### src/rtl/multi_stepper_pkg.sv
// ============================================================================
// Package  : multi_stepper_pkg
// Brief    : shared types and coil phase table for the multi-channel stepper
// Revision : 1.0 - initial release
// ============================================================================
`default_nettype none

package multi_stepper_pkg;

    typedef enum logic [0:0] {
        CH_IDLE = 1'b0,
        CH_MOVE = 1'b1
    } ch_state_e;

    typedef enum logic [0:0] {
        STEP_FULL = 1'b0,
        STEP_HALF = 1'b1
    } step_mode_e;

    // Half-step sequence; even indices are single-coil, odd are two-coil.
    localparam logic [3:0] c_phase_table [8] = '{
        4'b1000, 4'b1100, 4'b0100, 4'b0110,
        4'b0010, 4'b0011, 4'b0001, 4'b1001
    };

endpackage

`default_nettype wire

### src/rtl/multi_stepper_engine_if.sv
// ============================================================================
// Interface : multi_stepper_engine_if
// Brief     : command channel into the multi-channel stepper engine
// Revision  : 1.0 - initial release
// ============================================================================
`default_nettype none

interface multi_stepper_engine_if #(
    parameter int NUM_CH = 2,
    parameter int POS_W  = 8,
    parameter int DLY_W  = 8
);
    localparam int CH_W = (NUM_CH > 1) ? $clog2(NUM_CH) : 1;

    logic             cmd_valid;
    logic             cmd_ready;
    logic [CH_W-1:0]  cmd_ch;
    logic             cmd_stop;
    logic [POS_W-1:0] cmd_target;
    logic [DLY_W-1:0] cmd_delay;
    logic             cmd_half_step;

    modport master (
        output cmd_valid, cmd_ch, cmd_stop, cmd_target, cmd_delay, cmd_half_step,
        input  cmd_ready
    );

    modport slave (
        input  cmd_valid, cmd_ch, cmd_stop, cmd_target, cmd_delay, cmd_half_step,
        output cmd_ready
    );

endinterface

`default_nettype wire

### src/rtl/stepper_channel.sv
// ============================================================================
// Module   : stepper_channel
// Brief    : one stepper channel: step timer, position, coil phase and drive
// Revision : 1.0 - initial release
// ============================================================================
`default_nettype none

module stepper_channel
    import multi_stepper_pkg::*;
#(
    parameter int POS_W = 8,
    parameter int DLY_W = 8
) (
    input  wire logic             clk,
    input  wire logic             reset_n,
    input  wire logic             i_load,
    input  wire logic             i_stop,
    input  wire logic [POS_W-1:0] i_target,
    input  wire logic [DLY_W-1:0] i_delay,
    input  wire logic             i_half,
    output logic      [3:0]       o_coils,
    output logic      [POS_W-1:0] o_position,
    output logic                  o_busy,
    output logic                  o_done
);

    localparam logic [POS_W-1:0] c_pos_one = POS_W'(1);
    localparam logic [DLY_W-1:0] c_cnt_one = DLY_W'(1);

    ch_state_e        r_state;
    ch_state_e        w_state_nxt;
    logic [POS_W-1:0] r_pos;
    logic [POS_W-1:0] r_target;
    logic [DLY_W-1:0] r_delay;
    logic [DLY_W-1:0] r_cnt;
    logic [2:0]       r_phase;
    step_mode_e       r_mode;
    logic             r_done;
    logic [3:0]       r_coils;

    logic             w_same;
    logic             w_up;
    logic             w_start;
    logic             w_take_step;
    logic             w_arrive;
    logic [2:0]       w_phase_step;
    logic [2:0]       w_phase_nxt;
    logic [POS_W-1:0] w_pos_nxt;

    always_comb begin
        w_state_nxt  = r_state;
        w_take_step  = 1'b0;
        w_arrive     = 1'b0;
        w_same       = (i_target == r_pos);
        w_start      = 1'b0;
        w_up         = (r_target > r_pos);
        w_phase_step = (r_mode == STEP_HALF) ? 3'd1 : 3'd2;
        w_pos_nxt    = w_up ? (r_pos + c_pos_one) : (r_pos - c_pos_one);
        w_phase_nxt  = w_up ? (r_phase + w_phase_step) : (r_phase - w_phase_step);
        case (r_state)
            CH_IDLE: begin
                if (i_load && !w_same) begin
                    w_start     = 1'b1;
                    w_state_nxt = CH_MOVE;
                end
            end
            CH_MOVE: begin
                // A stop on the same edge as a due step suppresses the step.
                if (i_stop) begin
                    w_state_nxt = CH_IDLE;
                end else if (r_cnt == '0) begin
                    w_take_step = 1'b1;
                    if (w_pos_nxt == r_target) begin
                        w_arrive    = 1'b1;
                        w_state_nxt = CH_IDLE;
                    end
                end
            end
            default: w_state_nxt = CH_IDLE;
        endcase
    end

    always_ff @(posedge clk) begin
        if (!reset_n) begin
            r_state <= CH_IDLE;
        end else begin
            r_state <= w_state_nxt;
        end
    end

    always_ff @(posedge clk) begin
        if (!reset_n) begin
            r_pos    <= '0;
            r_target <= '0;
            r_delay  <= '0;
            r_cnt    <= '0;
            r_phase  <= 3'd0;
            r_mode   <= STEP_FULL;
            r_done   <= 1'b0;
            r_coils  <= c_phase_table[0];
        end else begin
            r_coils <= c_phase_table[r_phase];
            r_done  <= w_arrive || ((r_state == CH_IDLE) && i_load && w_same);
            if (w_start) begin
                r_target <= i_target;
                r_delay  <= i_delay;
                r_cnt    <= i_delay;
                r_mode   <= i_half ? STEP_HALF : STEP_FULL;
            end else if (w_take_step) begin
                r_pos   <= w_pos_nxt;
                r_phase <= w_phase_nxt;
                r_cnt   <= r_delay;
            end else if ((r_state == CH_MOVE) && !i_stop) begin
                r_cnt <= r_cnt - c_cnt_one;
            end
        end
    end

    assign o_coils    = r_coils;
    assign o_position = r_pos;
    assign o_busy     = (r_state == CH_MOVE);
    assign o_done     = r_done;

endmodule

`default_nettype wire

### src/rtl/multi_stepper_engine.sv
// ============================================================================
// Module   : multi_stepper_engine
// Brief    : command decode and ready logic over NUM_CH stepper channels
// Revision : 1.0 - initial release
// ============================================================================
`default_nettype none

module multi_stepper_engine
    import multi_stepper_pkg::*;
#(
    parameter int NUM_CH = 2,
    parameter int POS_W  = 8,
    parameter int DLY_W  = 8
) (
    input  wire logic                     clk,
    input  wire logic                     reset_n,
    multi_stepper_engine_if.slave         cmd,
    output logic      [4*NUM_CH-1:0]      stepper_signals,
    output logic      [POS_W*NUM_CH-1:0]  position,
    output logic      [NUM_CH-1:0]        busy,
    output logic      [NUM_CH-1:0]        done
);

    localparam int c_ch_w  = (NUM_CH > 1) ? $clog2(NUM_CH) : 1;
    localparam int c_pad_n = 1 << c_ch_w;

    logic [c_pad_n-1:0] w_busy_pad;
    logic               w_ch_ok;
    logic               w_accept;

    // Pad busy so out-of-range channel indices read as idle instead of X.
    always_comb begin
        w_busy_pad             = '0;
        w_busy_pad[NUM_CH-1:0] = busy;
    end

    assign w_ch_ok       = (32'(cmd.cmd_ch) < NUM_CH);
    assign cmd.cmd_ready = cmd.cmd_stop || !w_ch_ok || !w_busy_pad[cmd.cmd_ch];
    assign w_accept      = cmd.cmd_valid && cmd.cmd_ready && w_ch_ok;

    generate
        for (genvar g = 0; g < NUM_CH; g++) begin : g_ch
            logic w_sel;
            assign w_sel = w_accept && (cmd.cmd_ch == c_ch_w'(g));

            stepper_channel #(
                .POS_W (POS_W),
                .DLY_W (DLY_W)
            ) u_channel (
                .clk        (clk),
                .reset_n    (reset_n),
                .i_load     (w_sel && !cmd.cmd_stop),
                .i_stop     (w_sel && cmd.cmd_stop),
                .i_target   (cmd.cmd_target),
                .i_delay    (cmd.cmd_delay),
                .i_half     (cmd.cmd_half_step),
                .o_coils    (stepper_signals[4*g +: 4]),
                .o_position (position[POS_W*g +: POS_W]),
                .o_busy     (busy[g]),
                .o_done     (done[g])
            );
        end
    endgenerate

endmodule

`default_nettype wire
### src/flat_wrapper.sv
// flat-port wrapper written by rule: the top's interface ports become plain ports
module multi_stepper_engine_flat import multi_stepper_pkg::*;
#(
    parameter int NUM_CH = 2,
    parameter int POS_W  = 8,
    parameter int DLY_W  = 8
)
  (clk, reset_n, stepper_signals, position, busy, done, cmd_cmd_valid, cmd_cmd_ch, cmd_cmd_stop, cmd_cmd_target, cmd_cmd_delay, cmd_cmd_half_step, cmd_cmd_ready);
  multi_stepper_engine_if #(.NUM_CH(NUM_CH), .POS_W(POS_W), .DLY_W(DLY_W)) cmd_i ();
  input  wire logic clk;
  input  wire logic reset_n;
  output logic      [4*NUM_CH-1:0] stepper_signals;
  output logic      [POS_W*NUM_CH-1:0] position;
  output logic      [NUM_CH-1:0] busy;
  output logic      [NUM_CH-1:0] done;
  input wire logic [$bits(cmd_i.cmd_valid)-1:0] cmd_cmd_valid;
  input wire logic [$bits(cmd_i.cmd_ch)-1:0] cmd_cmd_ch;
  input wire logic [$bits(cmd_i.cmd_stop)-1:0] cmd_cmd_stop;
  input wire logic [$bits(cmd_i.cmd_target)-1:0] cmd_cmd_target;
  input wire logic [$bits(cmd_i.cmd_delay)-1:0] cmd_cmd_delay;
  input wire logic [$bits(cmd_i.cmd_half_step)-1:0] cmd_cmd_half_step;
  output wire logic [$bits(cmd_i.cmd_ready)-1:0] cmd_cmd_ready;
  assign cmd_i.cmd_valid = cmd_cmd_valid;
  assign cmd_i.cmd_ch = cmd_cmd_ch;
  assign cmd_i.cmd_stop = cmd_cmd_stop;
  assign cmd_i.cmd_target = cmd_cmd_target;
  assign cmd_i.cmd_delay = cmd_cmd_delay;
  assign cmd_i.cmd_half_step = cmd_cmd_half_step;
  assign cmd_cmd_ready = cmd_i.cmd_ready;
  multi_stepper_engine #(.NUM_CH(NUM_CH), .POS_W(POS_W), .DLY_W(DLY_W)) u_core (.clk(clk), .reset_n(reset_n), .cmd(cmd_i), .stepper_signals(stepper_signals), .position(position), .busy(busy), .done(done));
endmodule
### config.mk
export PLATFORM = sky130hd
export DESIGN_NAME = multi_stepper_engine_flat
export DESIGN_NICKNAME = d
export VERILOG_FILES = /design/src/rtl/multi_stepper_pkg.sv /design/src/rtl/multi_stepper_engine_if.sv /design/src/rtl/stepper_channel.sv /design/src/rtl/multi_stepper_engine.sv /design/src/flat_wrapper.sv
export SDC_FILE = /design/constraint.sdc
export NUM_CORES = 1
export LEC_CHECK = 0
export ABC_AREA = 0
export BUFFER_PORTS_ARGS = -buffer_cell sky130_fd_sc_hd__buf_4
export CAP_MARGIN = 5
export CORE_MARGIN = 1.5
export CORE_UTILIZATION = 56
export CTS_CLUSTER_DIAMETER = 40
export DETAILED_ROUTE_END_ITERATION = 10
export HOLD_SLACK_MARGIN = 0.1
export PLACE_DENSITY = 0.8
export SYNTH_ARGS = -nofsm -noshare
export SYNTH_HDL_FRONTEND = slang
export SYNTH_SLANG_ARGS = --single-unit
### constraint.sdc
create_clock -name clk -period 3.86 [get_ports clk]
set_input_delay 0.579 -clock clk [delete_from_list [all_inputs] [get_ports clk]]
set_output_delay 0.579 -clock clk [all_outputs]
set_load 0.05 [all_outputs]
==> qor.yml, run 1 <==
clk_pin_slew_ns: 0.09
diodes: 0
num_rows: 34
hold_class: "register to register"
syn-num-nets: 690
dr.pass1.iters: 5
finalSetupViolCount: 0
fin_crit_sh_pct: 94.6
cp_max_fo: 5
muxShareOfSynthArea_pct: 0.426
synth_area_leaders: "dfxtp_1 34%, ha_1 9.0%, a21oi_1 7.9%, nand2_1 7.9%, xor2_1 4.2%"
antenna_left: 0
critical_path_class: "register to register"
cp_common_cell: "o21ai_0"
place_ws_ns: 0.0370
num-fill-cells: 746
cp_top_family: "simple AND/OR/NAND/NOR gates"
slew_violations: 0
power_mw: 2.57
layout_setup_ws_ns: 0.210
slew-limit-headroom_pct: 23.0
vias_per_cell: 5.84
crit_path_start_kind: "register"
yosysSeqAreaShare_pct: 33.7
status: "completed"
syn-instance-count: 628
path_cells: "inv_1 -> ha_1 -> and2_1 -> o21ai_0 -> nor4bb_4 -> nor2_4 -> fa_1 -> xnor2_2 -> xor2_1 -> or4_1 -> nor3b_1 -> o2111ai_1 -> o21ai_0 -> a21oi_1"
path_buf_inv: 1
cp_slowest_cell: "or4_1"
final_common_cell: "nand2_1"
synth-simple-area-share_pct: 20.7
power_per_cell_area_nw_per_um2: 442
gp_congestion: 0.950
cts_tree: "done"
antenna_found_initial: 0
coreArea_sq_um: 8680
synthFlopType: "dfxtp_1"
maxCapViolCount: 0
drc: 0
clockBufferDepth: 2
vias: 4657
cp_data_required_time_ns: 4.07
async_reset_ff_share_pct: 0
start_util_pct: 57.6
peakVddDrop_uv: 243
synth_compound_area_share_pct: 19.0
root_buffer: "clkbuf_8"
grt_start_max_net_pins: 51
htreeDepth: 3
die-width_um: 97.5
synth.top_cell.area_share_pct: 33.7
post_cts_buffers: 0
drtIter0Drc: 252
die_h_um: 97.5
worstMarginPinSlew_ns: 1.16
synth_edf_count: 0
syn_area_sq_um: 5000
clock_latency_ns: 0.36
drive_above_1_share_pct: 15.4
avgRoutedWirePerCell_um: 16.0
yosys_warnings: 0
yosysTopAreaCell: "dfxtp_1"
die_area_sq_um: 9500
ys_seq_elements: 84
dpl.hpwl_mm: 9.44
grt_usage_pct: 26.9
pin_count: 51
fin_crit_ns: 3.65
nets: 746
holdBufCountCts: 0
crit_arrival_ns: 3.86
synth_top_family_by_area: "simple AND/OR/NAND/NOR gates"
grt_pass1_vias: 4401
p_leak_nw: 2.39
synth_cell_types: 57
routed_wl_mm: 12.8
grt_overflow: 0
synthAdderAreaFrac_pct: 10.6
fmax_mhz: 274
syn_to_final_growth_pct: 16.4
synthXorXnorAreaFrac_pct: 10.2
port_buffers: 50
fin_skew_ns: 0.00821
layout_common_cells: "105 x nand2_1, 82 x dfxtp_1, 78 x a21oi_1, 72 x buf_4, 54 x nor2_1"
hold_viol_final: 0
grt_pass1_wl_mm: 20.9
numClockSinks: 84
cts_buffers: 9
critPathCaptureType: "register"
synth_area_per_cell_sq_um: 7.96
slowest_delay_ns: 0.46
[cell type report]
type | count | area (sq um) | area share, %
repair buffers | 72 | 541 | 9.30
well taps | 108 | 135 | 2.32
clock inverters | 6 | 72.6 | 1.25
inverters | 40 | 150 | 2.58
clock buffers | 10 | 138 | 2.37
multi-input cells | 477 | 3090 | 53.2
flip-flops and latches | 84 | 1680 | 29.0
[state kept, by name, indices dropped and copies added (netlist names)]
| register | cells |
|---|---|
| u_core.g_ch.u_channel.o_position | 16 |
| u_core.g_ch.u_channel.r_target | 16 |
| u_core.g_ch.u_channel.o_done | 2 |
| u_core.g_ch.u_channel.r_delay | 16 |
| u_core.g_ch.u_channel.o_coils | 8 |
| u_core.g_ch.u_channel.r_cnt | 16 |
| u_core.g_ch.u_channel.r_mode | 2 |
| u_core.g_ch.u_channel.r_phase | 6 |
| u_core.g_ch.u_channel.o_busy | 2 |
[tightest hold or removal path: stages (launching register included)]
cell and delay [ns]:
dfxtp_1 0.32, nand2_1 0.05, a21oi_1 0.05
[synth_stat cells, types with 6 or more instances]
cell type and count:
nor2_1 55, nor3_1 10, ha_1 36, xor2_1 24, nand3_1 13, xnor2_1 21, inv_1 39, nand2_1 105
clkbuf_1 20, o21ai_0 19, a21oi_1 79, o21a_1 6, a221oi_1 7, nand2b_1 7, a211oi_1 13, dfxtp_1 84
[report_power, final]
part	internal, mW	leakage, nW	switching (mW)
sequential	0.907	0.683	0.0388
clock	0.322	0.103	0.340
combinational	0.420	1.60	0.542
total	1.65	2.39	0.921
[stage by stage]
step                utilization (%)  hold WS [ns]  std cells  instance area (sq um)   TNS, ns
floorplan                         -         0.436        628                   5000         0
global placement               64.0         0.443        781                   5560         0
detailed placement             64.0         0.447        781                   5560         0
CTS                            66.5         0.459        797                   5770         0
global route                   67.0         0.473        797                   5810  -0.00148
finish                         67.0         0.460        797                   5810         0
[cell families (layout without fill, tap and decap cells)]
| logic type | after synthesis | after routing |
|---|---|---|
| DFF | 84 | 84 |
| buffers and inverters | 67 | 128 |
| adders and majority gates | 40 | 40 |
| muxes | 2 | 2 |
| AOI/OAI and AO/OA | 156 | 156 |
| and+or+nand+nor | 229 | 229 |
| xor gates and xnor gates | 50 | 50 |
[routing by layer]
metal	track usage [%]	part of all wire, %	up-vias
li1	-	-	2283
met1	35.1	44	2184
met2	43.9	48	155
met3	4.60	5.7	35
met4	11.9	2.8	0
met5	0	0	-
[path summary, 6_finish.rpt]
| path | start | to | slack, ns | cells past startpoint |
|---|---|---|---|---|
| worst min register to register | u_core.g_ch[0].u_channel.r_delay[1] | u_core.g_ch[0].u_channel.r_delay[1] | 0.46 | 2 |
| worst max-delay path | u_core.g_ch[0].u_channel.o_position[3] | u_core.g_ch[0].u_channel.o_busy | 0.21 | 14 |
| worst min-delay path | u_core.g_ch[0].u_channel.r_delay[1] | u_core.g_ch[0].u_channel.r_delay[1] | 0.46 | 2 |
| worst max register to register | u_core.g_ch[0].u_channel.o_position[3] | u_core.g_ch[0].u_channel.o_busy | 0.21 | 14 |
[repair_timing]
action | CTS | global route
gates resized for setup | 0 | 13
endpoints found under the hold margin | 0 | 0
endpoints found under the setup margin | 0 | 6
Power figures use the tool's default switching activity.
==> inputs of run 2 (changes only) <==
CORE_MARGIN = 2   (was 1.5)
==> qor.yml, run 2 (synthesis gave the netlist of run 1 again) <==
peakVddDrop_uv: 220  # was 243 uV
grt_pass1_vias: 4537  # was 4,401
die_area_sq_um: 9690  # was 9500 sq um
num-fill-cells: 729  # was 746
antenna_found_initial: 0  # unchanged
pwr-share-clk_pct: 24.8  # was 25.8%
root_buffer: "clkbuf_8"  # unchanged
coreArea_sq_um: 8680  # unchanged
drc: 0  # unchanged
grt_usage_pct: 26.8  # was 26.9%
pin_count: 51  # unchanged
final_common_cell: "nand2_1"  # unchanged
hold_viol_final: 0  # unchanged
crit_path_start_kind: "register"  # unchanged
fin_setup_tns_ns: 0  # unchanged
design_area_sq_um: 5820  # was 5810 sq um
startpoint: "u_core.g_ch[1].u_channel.o_position[7]"  # was u_core.g_ch[0].u_channel.o_position[3]
grt_pass1_wl_mm: 21.2  # was 20.9 mm
vias: 4653  # was 4,657
switching_power_mw: 0.908  # was 0.921 mW
numClockSinks: 84  # unchanged
slew-limit-headroom_pct: 25.5  # was 23.0%
p_seq_share_pct: 36.9  # was 36.8%
cts_tree: "done"  # unchanged
antenna_left: 0  # unchanged
dp.cells: 780  # was 781
drive_above_1_share_pct: 15.8  # was 15.4%
nets: 749  # was 746
cts_buffers: 9  # unchanged
fin_cells: 800  # was 797
worstMarginPinSlew_ns: 1.12  # was 1.16 ns
critPathCaptureType: "register"  # unchanged
p_int_mw: 1.66  # was 1.65 mW
gp_congestion: 0.918  # was 0.950
cp_data_required_time_ns: 4.07  # about the same
worstReg2RegStart: "u_core.g_ch[1].u_channel.o_position[7]"  # was u_core.g_ch[0].u_channel.o_position[3]
syn_to_final_growth_pct: 16.5  # was 16.4%
multi_input_area_sq_um: 3100  # was 3090 sq um
diodes: 0  # unchanged
p_leak_nw: 2.39  # about the same
hold_class: "register to register"  # unchanged
start_util_pct: 57.6  # unchanged
clockBufferDepth: 2  # unchanged
register_area_sq_um: 1680  # about the same
slew_violations: 0  # unchanged
dpl.hpwl_mm: 9.29  # was 9.44 mm
clk_pin_slew_ns: 0.08  # was 0.09 ns
crit_arrival_ns: 3.90  # was 3.86 ns
grt_overflow: 0  # unchanged
vias_per_cell: 5.82  # was 5.84
fin_skew_ns: 0.00437  # was 0.00821 ns
fin_crit_sh_pct: 95.6  # was 94.6%
die-width_um: 98.5  # was 97.5 um
num_rows: 34  # unchanged
routed_wl_mm: 13.0  # was 12.8 mm
fin_crit_ns: 3.69  # was 3.65 ns
dr.pass1.iters: 5  # unchanged
clock_latency_ns: 0.35  # was 0.36 ns
power_frac_comb_pct: 38.3  # was 37.4%
port_buffers: 50  # unchanged
cp_max_fo: 7  # was 5
maxCapViolCount: 0  # unchanged
place_ws_ns: 0.0319  # was 0.0370 ns
status: "completed"  # unchanged
avgRoutedWirePerCell_um: 16.3  # was 16.0 um
fmax_mhz: 271  # was 274 MHz
layout_common_cells: "105 x nand2_1, 83 x dfxtp_1, 78 x a21oi_1, 75 x buf_4, 54 x nor2_1"  # was 105 x nand2_1, 82 x dfxtp_1, 78 x a21oi_1, 72 x buf_4, 54 x nor2_1
power_per_cell_area_nw_per_um2: 441  # was 442 nW/um^2
p_sw_share_pct: 35.4  # was 35.8%
drtIter0Drc: 253  # was 252
htreeDepth: 3  # unchanged
finalSetupViolCount: 0  # unchanged
layout_setup_ws_ns: 0.169  # was 0.210 ns
min_from: "u_core.g_ch[0].u_channel.r_delay[0]"  # was u_core.g_ch[0].u_channel.r_delay[1]
postPlaceCellArea_sq_um: 5550  # was 5560 sq um
grt_start_max_net_pins: 45  # was 51
die_h_um: 98.5  # was 97.5 um
critical_path_class: "register to register"  # unchanged
-- run 2: critical path, cell delays in order, from the launching register on --
cell	delay (ns)
dfxtp_1	0.44
inv_1	0.07
ha_1	0.33
nand4_1	0.18
a211o_1	0.36
nand2_1	0.20
inv_2	0.12
ha_1	0.25
or2_2	0.31
o221a_2	0.23
o21ai_0	0.36
and3_1	0.24
o2111ai_1	0.17
o21ai_0	0.20
a21oi_1	0.08
-- run 2: layout make-up --
cell class / instances / share of cell area [%]
clock buffers: 13 / 2.56
clock inverters: 3 / 0.795
inverters: 40 / 2.58
multi-input cells: 477 / 53.2
flip-flops and latches: 84 / 28.9
well taps: 108 / 2.32
repair buffers: 75 / 9.67
-- run 2: power groups by stage --
| stage | clock [mW] | combinational [mW] | sequential, mW |
|---|---|---|---|
| after global routing | 0.675 | 1.08 | 0.952 |
| after global placement | 0 | 0.872 | 0.963 |
| final | 0.637 | 0.985 | 0.947 |
| after CTS | 0.643 | 0.909 | 0.945 |
| after detailed placement | 0 | 0.898 | 0.965 |
| after floorplan | 0 | 0.654 | 1.00 |
-- run 2: timing repair --
action | in CTS | in global routing
setup buffers | 0 | 4
pin swaps | 0 | 3
setup endpoints to repair | 1 | 6
gates cloned | 0 | 0
gates resized for setup | 1 | 14
hold buffers | 0 | 0
-- run 2: routing by layer --
layer  vias up  global-route usage (%)  wire [um]
met1      2162                    34.6       5640
met3        35                    4.68        680
met5         -                       0          0
met4         0                    11.3        374
met2       167                    44.3       6330
li1       2289                       -          -
-- run 2: path summary, 6_finish.rpt --
check / endpoint / slack (ns) / depth (start not counted)
setup / recovery: u_core.g_ch[1].u_channel.o_busy / 0.17 / 14
setup reg to reg: u_core.g_ch[1].u_channel.o_busy / 0.17 / 14
hold reg to reg: u_core.g_ch[0].u_channel.r_delay[0] / 0.46 / 2
hold / removal: u_core.g_ch[0].u_channel.r_delay[0] / 0.46 / 2
-- run 2: per-stage QoR --
step,power (mW),hold WS (ns),util (%)
after floorplan,1.66,0.436,-
after global placement,1.84,0.443,63.9
after detailed placement,1.86,0.448,63.9
after CTS,2.50,0.461,66.2
after global routing,2.70,0.483,67.1
final,2.57,0.459,67.1
==> inputs of run 3 (changes only) <==
CTS_BUF_LIST = sky130_fd_sc_hd__clkbuf_16   (was default)
CTS_CLUSTER_SIZE = 30   (was default)
==> qor.yml, run 3 (synthesis gave the netlist of run 1 again) <==
dp.cells: 780  # unchanged
gp_congestion: 0.918  # unchanged
peakVddDrop_uv: 269  # was 220 uV
layout_common_cells: "105 x nand2_1, 83 x dfxtp_1, 78 x a21oi_1, 74 x buf_4, 54 x nor2_1"  # was 105 x nand2_1, 83 x dfxtp_1, 78 x a21oi_1, 75 x buf_4, 54 x nor2_1
dr.pass1.iters: 5  # unchanged
antenna_found_initial: 0  # unchanged
slew-limit-headroom_pct: 27.4  # was 25.5%
cp_top_family: "compound AO/OA/AOI/OAI gates"  # unchanged
drtIter0Drc: 305  # was 253
hold_class: "register to register"  # unchanged
num-fill-cells: 707  # was 729
cp_max_fo: 7  # unchanged
clockBufferDepth: 2  # unchanged
path_cells: "inv_1 -> ha_1 -> nand4_1 -> a211o_1 -> nand2_1 -> inv_2 -> ha_1 -> a21o_1 -> a21oi_1 -> o21ai_0 -> a31oi_2 -> buf_4 -> xnor2_1 -> or3_1 -> a21oi_1"  # was inv_1 -> ha_1 -> nand4_1 -> a211o_1 -> nand2_1 -> inv_2 -> ha_1 -> or2_2 -> o221a_2 -> o21ai_0 -> and3_1 -> o2111ai_1 -> o21ai_0 -> a21oi_1
cts_tree: "done"  # unchanged
nets: 748  # was 749
die_h_um: 98.5  # unchanged
power_mw: 2.78  # was 2.57 mW
grt_usage_pct: 27.1  # was 26.8%
crit_path_start_kind: "register"  # unchanged
maxCapViolCount: 0  # unchanged
pin_count: 51  # unchanged
syn_to_final_growth_pct: 18.2  # was 16.5%
cp_data_required_time_ns: 4.11  # was 4.07 ns
num_rows: 34  # unchanged
fin_crit_sh_pct: 99.7  # was 95.6%
clock_latency_ns: 0.34  # was 0.35 ns
root_buffer: "clkbuf_16"  # was clkbuf_8
drive_above_1_share_pct: 15.3  # was 15.8%
crit_arrival_ns: 4.10  # was 3.90 ns
avgRoutedWirePerCell_um: 16.7  # was 16.3 um
fin_cells: 799  # was 800
numClockSinks: 84  # unchanged
cts_buffers: 9  # unchanged
diodes: 0  # unchanged
htreeDepth: 3  # unchanged
antenna_left: 0  # unchanged
critPathCaptureType: "register"  # unchanged
grt_overflow: 0  # unchanged
p_leak_nw: 2.44  # was 2.39 nW
finalSetupViolCount: 0  # unchanged
coreArea_sq_um: 8680  # unchanged
grt_start_max_net_pins: 45  # unchanged
vias_per_cell: 5.93  # was 5.82
drc: 0  # unchanged
slew_violations: 0  # unchanged
port_buffers: 50  # unchanged
grt_pass1_vias: 4554  # was 4,537
die-width_um: 98.5  # unchanged
final_common_cell: "nand2_1"  # unchanged
status: "completed"  # unchanged
power_per_cell_area_nw_per_um2: 470  # was 441 nW/um^2
vias: 4738  # was 4,653
cp_slowest_cell: "o21ai_0"  # was dfxtp_1
dpl.hpwl_mm: 9.29  # unchanged
die_area_sq_um: 9690  # unchanged
clk_pin_slew_ns: 0.06  # was 0.08 ns
fin_skew_ns: 0.00512  # was 0.00437 ns
fin_crit_ns: 3.85  # was 3.69 ns
worstMarginPinSlew_ns: 1.09  # was 1.12 ns
fmax_mhz: 260  # was 271 MHz
grt_pass1_wl_mm: 21.5  # was 21.2 mm
path_buf_inv: 3  # was 2
critical_path_class: "register to register"  # unchanged
routed_wl_mm: 13.3  # was 13.0 mm
start_util_pct: 57.6  # unchanged
hold_slack_ns: 0.456  # was 0.459 ns
hold_viol_final: 0  # unchanged
slowest_delay_ns: 0.45  # was 0.44 ns
run 3: cell count changes in the layout (fill, tap and decap cells not counted):
cell,before,now
o21ai_1,3,4
buf_4,75,74
o21ai_0,16,15
clkinv_1,0,1
clkbuf_1,3,0
clkbuf_16,0,9
fa_2,1,0
clkbuf_8,10,0
inv_1,37,40
fa_1,3,4
run 3: power breakdown:
part	internal [mW]	total [mW]	switching, mW
combinational	0.428	0.988	0.560
clock	0.493	0.839	0.346
sequential	0.908	0.948	0.0395
run 3: through the flow:
stage               setup slack (ns)  area [sq um]  utilization, %  TNS [ns]
floorplan                     0.0277          5000               -         0
global placement               0.206          5550            63.9         0
detailed placement            0.0319          5550            63.9         0
CTS                           0.0284          5840            67.2         0
global route                  -0.138          5900            68.0    -0.330
finish                        0.0106          5900            68.0         0
run 3: path summary, 6_finish.rpt:
| kind | depth (start not counted) | startpoint | slack (ns) | to |
|---|---|---|---|---|
| max | 15 | u_core.g_ch[1].u_channel.o_position[7] | 0.01 | u_core.g_ch[1].u_channel.o_position[7] |
| min | 2 | u_core.g_ch[0].u_channel.r_delay[0] | 0.46 | u_core.g_ch[0].u_channel.r_delay[0] |
| min reg2reg | 2 | u_core.g_ch[0].u_channel.r_delay[0] | 0.46 | u_core.g_ch[0].u_channel.r_delay[0] |
| max reg2reg | 15 | u_core.g_ch[1].u_channel.o_position[7] | 0.01 | u_core.g_ch[1].u_channel.o_position[7] |
run 3: timing repair:
action / CTS / global route
gates resized for setup: 1 / 14
hold buffers: 0 / 0
pin swaps: 0 / 3
setup buffers: 0 / 3
setup endpoints to repair: 1 / 6
run 3: worst reg2reg max path, delay by kind of cell (launching register included):
family,cells,cell delay [ns]
xor+xnor,1,0.14
compound gates,6,1.45
simple gates,3,0.70
fa+ha+maj,2,0.66
flops,1,0.43
buf+inv,3,0.40
run 3: cell type report:
class	instances	area, sq um	share of cell area (%)
multi-input combinational	477	3090	52.4
clock inverter	7	61.3	1.04
clock buffer	9	225	3.82
timing repair buffer	74	556	9.41
inverter	40	150	2.54
sequential	84	1680	28.5
tap	108	135	2.29
run 3: layer usage:
layer  vias to the layer above  routed length [um]  track usage [%]
met2                       201                6430             45.4
met5                         -                   0                0
met4                         0                 472             11.0
li1                       2286                   -                -
met1                      2207                5650             34.9
met3                        44                 782             4.47
